`src/rtl/vector_store_sequencer_pkg.sv`:
```
// Shared vector-datapath constants and the store sequencer state encoding.
package vec_pkg;
  localparam int LANES       = 4;
  localparam int LANE_W      = 32;
  localparam int VREG_W      = 128;
  localparam int VREG_ADDR_W = 5;

  typedef enum logic [1:0] {
    IDLE  = 2'd0,
    READ  = 2'd1,
    WRITE = 2'd2,
    DONE  = 2'd3
  } vst_state_t;
endpackage

```
`src/rtl/vector_store_sequencer_if.sv`:
```
// Word-wide data memory write port with a ready handshake.
interface vector_store_sequencer_if #(
  parameter int ADDR_W = 32,
  parameter int LANE_W = vec_pkg::LANE_W
) ();
  logic              mem_write_enable;
  logic [ADDR_W-1:0] mem_addr;
  logic [LANE_W-1:0] mem_write_data;
  logic              mem_ready;

  modport master (output mem_write_enable, mem_addr, mem_write_data, input mem_ready);
  modport slave  (input mem_write_enable, mem_addr, mem_write_data, output mem_ready);
endinterface

```
`src/rtl/vector_store_sequencer_lane_priority.sv`:
```
// Combinational lowest-set-bit finder over a lane mask.
module vec_lane_priority #(
  parameter int LANES = vec_pkg::LANES,
  parameter int IDX_W = (LANES > 1) ? $clog2(LANES) : 1
) (
  input  logic [LANES-1:0] mask,
  output logic [IDX_W-1:0] idx,
  output logic             valid
);
  // Scan from the top so the lowest set bit is the last one to win.
  always_comb begin
    idx   = '0;
    valid = 1'b0;
    for (int i = LANES - 1; i >= 0; i--) begin
      if (mask[i]) begin
        idx   = IDX_W'(i);
        valid = 1'b1;
      end
    end
  end
endmodule

```
`src/rtl/vector_store_sequencer.sv`:
```
// Streams one vector register to memory as masked, ready-handshaked lane writes.
module vector_store_sequencer #(
  parameter int LANES  = vec_pkg::LANES,
  parameter int LANE_W = vec_pkg::LANE_W,
  parameter int ADDR_W = 32
) (
  input  logic                                clock,
  input  logic                                async_reset,
  input  logic                                start,
  input  logic [vec_pkg::VREG_ADDR_W-1:0]     src_reg,
  input  logic [ADDR_W-1:0]                   base_addr,
  input  logic [LANES-1:0]                    lane_mask,
  output logic [vec_pkg::VREG_ADDR_W-1:0]     rf_read_addr,
  input  logic [LANES*LANE_W-1:0]             rf_read_data,
  vector_store_sequencer_if.master            mem,
  output logic                                busy,
  output logic                                done
);
  import vec_pkg::*;

  localparam int IDX_W = (LANES > 1) ? $clog2(LANES) : 1;

  vst_state_t               state, next_state;
  logic [VREG_ADDR_W-1:0]   src_q;
  logic [ADDR_W-1:0]        base_q;
  logic [LANES-1:0]         mask_q, scan_mask;
  logic [LANES*LANE_W-1:0]  buffer;
  logic [IDX_W-1:0]         idx_q, scan_idx;
  logic                     scan_valid;
  logic                     in_write;

  // In WRITE the finder looks past the lane currently on the bus, so the
  // next index is ready the moment the current write is accepted.
  vec_lane_priority #(.LANES(LANES), .IDX_W(IDX_W)) u_prio (
    .mask  (scan_mask),
    .idx   (scan_idx),
    .valid (scan_valid)
  );

  always_comb begin
    next_state = state;
    scan_mask  = mask_q;
    case (state)
      IDLE:  if (start) next_state = READ;
      READ:  next_state = scan_valid ? WRITE : DONE;
      WRITE: begin
        scan_mask = mask_q & ~(LANES'(1) << idx_q);
        if (mem.mem_ready) next_state = scan_valid ? WRITE : DONE;
      end
      DONE:    next_state = IDLE;
      default: next_state = IDLE;
    endcase
  end

  always_ff @(posedge clock or negedge async_reset) begin
    if (!async_reset) begin
      state  <= IDLE;
      src_q  <= '0;
      base_q <= '0;
      mask_q <= '0;
      buffer <= '0;
      idx_q  <= '0;
    end else begin
      state <= next_state;
      case (state)
        IDLE: if (start) begin
          src_q  <= src_reg;
          base_q <= base_addr;
          mask_q <= lane_mask;
        end
        READ: begin
          buffer <= rf_read_data;
          idx_q  <= scan_idx;
        end
        WRITE: if (mem.mem_ready) begin
          mask_q <= scan_mask;
          idx_q  <= scan_idx;
        end
        default: ;
      endcase
    end
  end

  // Outputs decode from registered state only, so a reset clears them at once.
  assign in_write             = (state == WRITE);
  assign busy                 = (state != IDLE);
  assign done                 = (state == DONE);
  assign rf_read_addr         = src_q;
  assign mem.mem_write_enable = in_write;
  assign mem.mem_addr         = in_write ? base_q + (ADDR_W'(idx_q) << 2) : '0;
  assign mem.mem_write_data   = in_write ? buffer[idx_q*LANE_W +: LANE_W] : '0;
endmodule

```
`src/flat_wrapper.sv`:
```
// flat-port wrapper written by rule: the top's interface ports become plain ports
module vector_store_sequencer_flat import vec_pkg::*;
#(
  parameter int LANES  = vec_pkg::LANES,
  parameter int LANE_W = vec_pkg::LANE_W,
  parameter int ADDR_W = 32
)
  (clock, async_reset, start, src_reg, base_addr, lane_mask, rf_read_addr, rf_read_data, busy, done, mem_mem_write_enable, mem_mem_addr, mem_mem_write_data, mem_mem_ready);
  vector_store_sequencer_if #(.ADDR_W(ADDR_W), .LANE_W(LANE_W)) mem_i ();
  input  logic clock;
  input  logic async_reset;
  input  logic start;
  input  logic [vec_pkg::VREG_ADDR_W-1:0] src_reg;
  input  logic [ADDR_W-1:0] base_addr;
  input  logic [LANES-1:0] lane_mask;
  output logic [vec_pkg::VREG_ADDR_W-1:0] rf_read_addr;
  input  logic [LANES*LANE_W-1:0] rf_read_data;
  output logic busy;
  output logic done;
  output wire logic [$bits(mem_i.mem_write_enable)-1:0] mem_mem_write_enable;
  output wire logic [$bits(mem_i.mem_addr)-1:0] mem_mem_addr;
  output wire logic [$bits(mem_i.mem_write_data)-1:0] mem_mem_write_data;
  input wire logic [$bits(mem_i.mem_ready)-1:0] mem_mem_ready;
  assign mem_mem_write_enable = mem_i.mem_write_enable;
  assign mem_mem_addr = mem_i.mem_addr;
  assign mem_mem_write_data = mem_i.mem_write_data;
  assign mem_i.mem_ready = mem_mem_ready;
  vector_store_sequencer #(.LANES(LANES), .LANE_W(LANE_W), .ADDR_W(ADDR_W)) u_core (.clock(clock), .async_reset(async_reset), .start(start), .src_reg(src_reg), .base_addr(base_addr), .lane_mask(lane_mask), .rf_read_addr(rf_read_addr), .rf_read_data(rf_read_data), .mem(mem_i), .busy(busy), .done(done));
endmodule
```
`config.mk`:
```
export PLATFORM = sky130hd
export DESIGN_NAME = vector_store_sequencer_flat
export DESIGN_NICKNAME = d
export VERILOG_FILES = /design/src/rtl/vector_store_sequencer_pkg.sv /design/src/rtl/vector_store_sequencer_if.sv /design/src/rtl/vector_store_sequencer_lane_priority.sv /design/src/rtl/vector_store_sequencer.sv /design/src/flat_wrapper.sv
export SDC_FILE = /design/constraint.sdc
export NUM_CORES = 1
export LEC_CHECK = 0
export ABC_CLOCK_PERIOD_IN_PS = 6900
export CORE_MARGIN = 1
export CORE_UTILIZATION = 62
export CTS_CLUSTER_DIAMETER = 100
export DETAILED_ROUTE_END_ITERATION = 8
export DONT_BUFFER_PORTS = 1
export GPL_ROUTABILITY_DRIVEN = 0
export PLACE_DENSITY = 0.86
export SKIP_CTS_REPAIR_TIMING = 1
export SLEW_MARGIN = 20
export SYNTH_ARGS = -nofsm -noshare
export SYNTH_HDL_FRONTEND = slang
export SYNTH_SLANG_ARGS = --single-unit
```
`constraint.sdc`:
```
create_clock -name clock -period 6.9 [get_ports clock]
set_input_delay 1.38 -clock clock [delete_from_list [all_inputs] [get_ports clock]]
set_output_delay 1.38 -clock clock [all_outputs]
set_load 0.02 [all_outputs]
```
==> results by group <==
STA
  • Slew @ Worst Pin: 1.05 ns
  • Fin. Hold Viols: 0
  • Peak Freq: 199 MHz
  • Final setup violation count: 0
  • RSZ-0062 raised after global routing: no
  • Setup Total Neg Slack: 0 ns
  • Clk_skew: 0.00697 ns
  • Fin crit share: 72.7%
  • Hold_ws: 0.503 ns
  • Fin. max-slew vios: 0
  • Final min period: 5.02 ns
  • Max-slew headroom: 30.2%

Clock network
  • Worst-path clk slew: 0.07 ns
  • CTS tree: built
  • CTS root buf: clkbuf_16
  • CTS H-Tree Depth: 4
  • CTS Buf Count: 17
  • Clk_lat worst skew: 0.42 ns
  • CTS sink cnt: 173
  • CTS max path bufs: 2

Final layout
  • N_diodes: 0
  • Share of cells above drive strength 1: 39.1%
  • Layout Nets: 788
  • Area Overhead vs Synth: 8.86%

Power
  • Sw power: 1.78 mW
  • Power share of the combinational group: 40.5%
  • Leakage: 3.63 nW
  • P per Cell Area: 542 nW/um^2
  • Peak supply drop: 0.000322 V
  • Switching share of power: 36.0%
  • Reg power frac: 39.8%
  • Final Power: 4.94 mW
  • Int Pwr: 3.16 mW
  • Clock network power share: 19.8%

Global route
  • First-pass GRT wire length: 28200 um
  • Remaining Overflow, GRT: 0
  • Vias in the first global route: 5418
  • Initial antenna violation count: 0
  • Largest net degree at the start of global routing: 174
  • Grt met2 use: 44.6%
  • Gr usage total: 26.4%
  • Global routing's busiest layer: met2
  • Met1 usage in global routing: 30.2%
  • GRT met3 Usage: 11.2%

Detailed routing
  • Via density: 6.34
  • Routed Antenna Nets: 0
  • Vias: 5056
  • Wire length per cell: 22.1 um
  • WL final: 17600 um
  • DRT iter0 DRCs: 319
  • Pre-antenna DRT Iters: 5
  • Post-route DRC: 0

Synth
  • Dominant cell by count in the synthesized netlist: dfrtp_1
  • Mean Syn Cell Area: 13.5 sq um
  • Count of different cell masters after synthesis: 41
  • Post-synth EDFFs: 0
  • Post-Synthesis Net Count: 800
  • Largest cells by area after synthesis: dfrtp_1, mux2_2, mux4_2
  • Area leader, netlist: dfrtp_1
  • Async set-reset flop share out of synthesis: 100%
  • Mapped cell area: 8360 sq um
  • Primary FF master, synth: dfrtp_1
  • Commonest cells post-synth: dfrtp_1, mux2_2, and2_1
  • Sequential share of the synthesized area: 51.8%
  • Synth top area share: 51.8%
  • Synth Register Bits: 173
  • Syn. warnings: 0
  • Syn Inst Count: 620

Min path
  • Hold wc startpoint: u_core.buffer[73]
  • Hold crit path type: flip-flop to flip-flop

Run status
  • Status: finished clean

Die
  • Rows: 42
  • I/O pin cnt: 245
  • Die Area: 14000 sq um
  • Die X: 118 um
  • Die height: 118 um
  • Starting density of the core: 63.4%
  • Core area: 13200 sq um

Critical path
  • CP Class: flip-flop to output pin
  • Crit path arrival time: 3.64 ns
  • CP Launch Type: flip-flop
  • CP Launch Point: u_core.idx_q[1]
  • Worst EP required: 5.52 ns
  • Largest fanout on the critical path: 42
  • CP Capture Type: output pin
  • RR Startpoint: u_core.state[1]
  • Reg2Reg Setup Slack: 4.26 ns

Placement
  • PortBufs: 0
  • DP HPWL: 11800 um

Job
  • # Max-Cap Violations: 0
-- layer usage --
metal,wire length [um],vias up
li1,-,2247
met1,6680,2556
met2,8990,224
met3,1620,29
met4,287,0
met5,0,-
-- cell usage in the layout (no fill, tap or decap), types with 3 or more instances in the layout --
cell,instances
nand4_1,7
a21oi_1,20
a2bb2oi_1,4
clkbuf_16,17
inv_1,10
mux2_2,166
inv_6,6
buf_4,4
xnor2_1,5
ha_1,4
o21ai_0,20
xor2_1,5
dfrtp_1,171
and2_1,37
or4_1,6
clkinvlp_4,3
nand2_1,25
nand2b_1,4
o31ai_1,7
mux4_2,32
or3_1,11
and4_1,3
nand3_1,9
nor2_1,13
-- logic make-up after synthesis --
| logic type | count (synthesis) | synth area share (%) |
|---|---|---|
| compound gates | 59 | 4.20 |
| xor+xnor | 10 | 1.05 |
| fa+ha+maj | 7 | 1.14 |
| buf+inv | 46 | 2.17 |
| flops | 173 | 51.8 |
| mux | 200 | 31.2 |
| simple gates | 125 | 8.48 |
-- sequential cells by signal (all words and copies together), names as in the netlist --
signal and cells:
u_core.idx_q 2, u_core.state 2, u_core.rf_read_addr 5, u_core.buffer 128, u_core.base_q 32, u_core.mask_q 4
-- power by group through the flow --
stage / Clock (mW) / Sequential, mW / Combinational [mW]
finish: 0.975 / 1.96 / 2.00
global route: 1.04 / 2.03 / 2.15
CTS: 0.995 / 1.96 / 2.02
detailed placement: 0 / 1.97 / 2.00
global placement: 0 / 1.92 / 1.91
floorplan: 0 / 1.81 / 1.77
-- worst max-delay path: stages (launching register included) --
cell     delay [ns]
dfrtp_2        1.06
fa_1           0.42
nand2_1        0.14
or4_4          0.64
or4_1          0.53
a21oi_1        0.43
-- through the flow --
step / instance area, sq um / utilization (%) / setup WS, ns / instances
3_5_place_dp: 8490 / 64.4 / 2.34 / 765
3_3_place_gp: 8490 / 64.4 / 2.40 / 765
6_report: 9100 / 69.0 / 1.88 / 797
4_1_cts: 9100 / 69.0 / 1.85 / 797
5_1_grt: 9100 / 69.0 / 1.72 / 797
2_1_floorplan: 8360 / - / 3.20 / 620
-- final cells by class --
| type | count | area (sq um) |
|---|---|---|
| clock buffer | 18 | 439 |
| clock inverter | 14 | 174 |
| fill | 877 | 4090 |
| inverter | 11 | 41.3 |
| multi-input combinational | 401 | 3870 |
| sequential | 173 | 4330 |
| tap | 176 | 220 |
| timing repair buffer | 4 | 30.0 |
-- worst paths after layout --
path / end / cells after the start
worst min register to register: u_core.buffer[73] / 1
worst max register to register: u_core.buffer[1] / 4
max in group asynchronous: u_core.state[0] / 0
worst min-delay path: u_core.buffer[73] / 1
min in group asynchronous: u_core.buffer[19] / 0
worst max-delay path: mem_mem_addr[26] / 5
No activity file was read; power rests on OpenSTA's default activity.
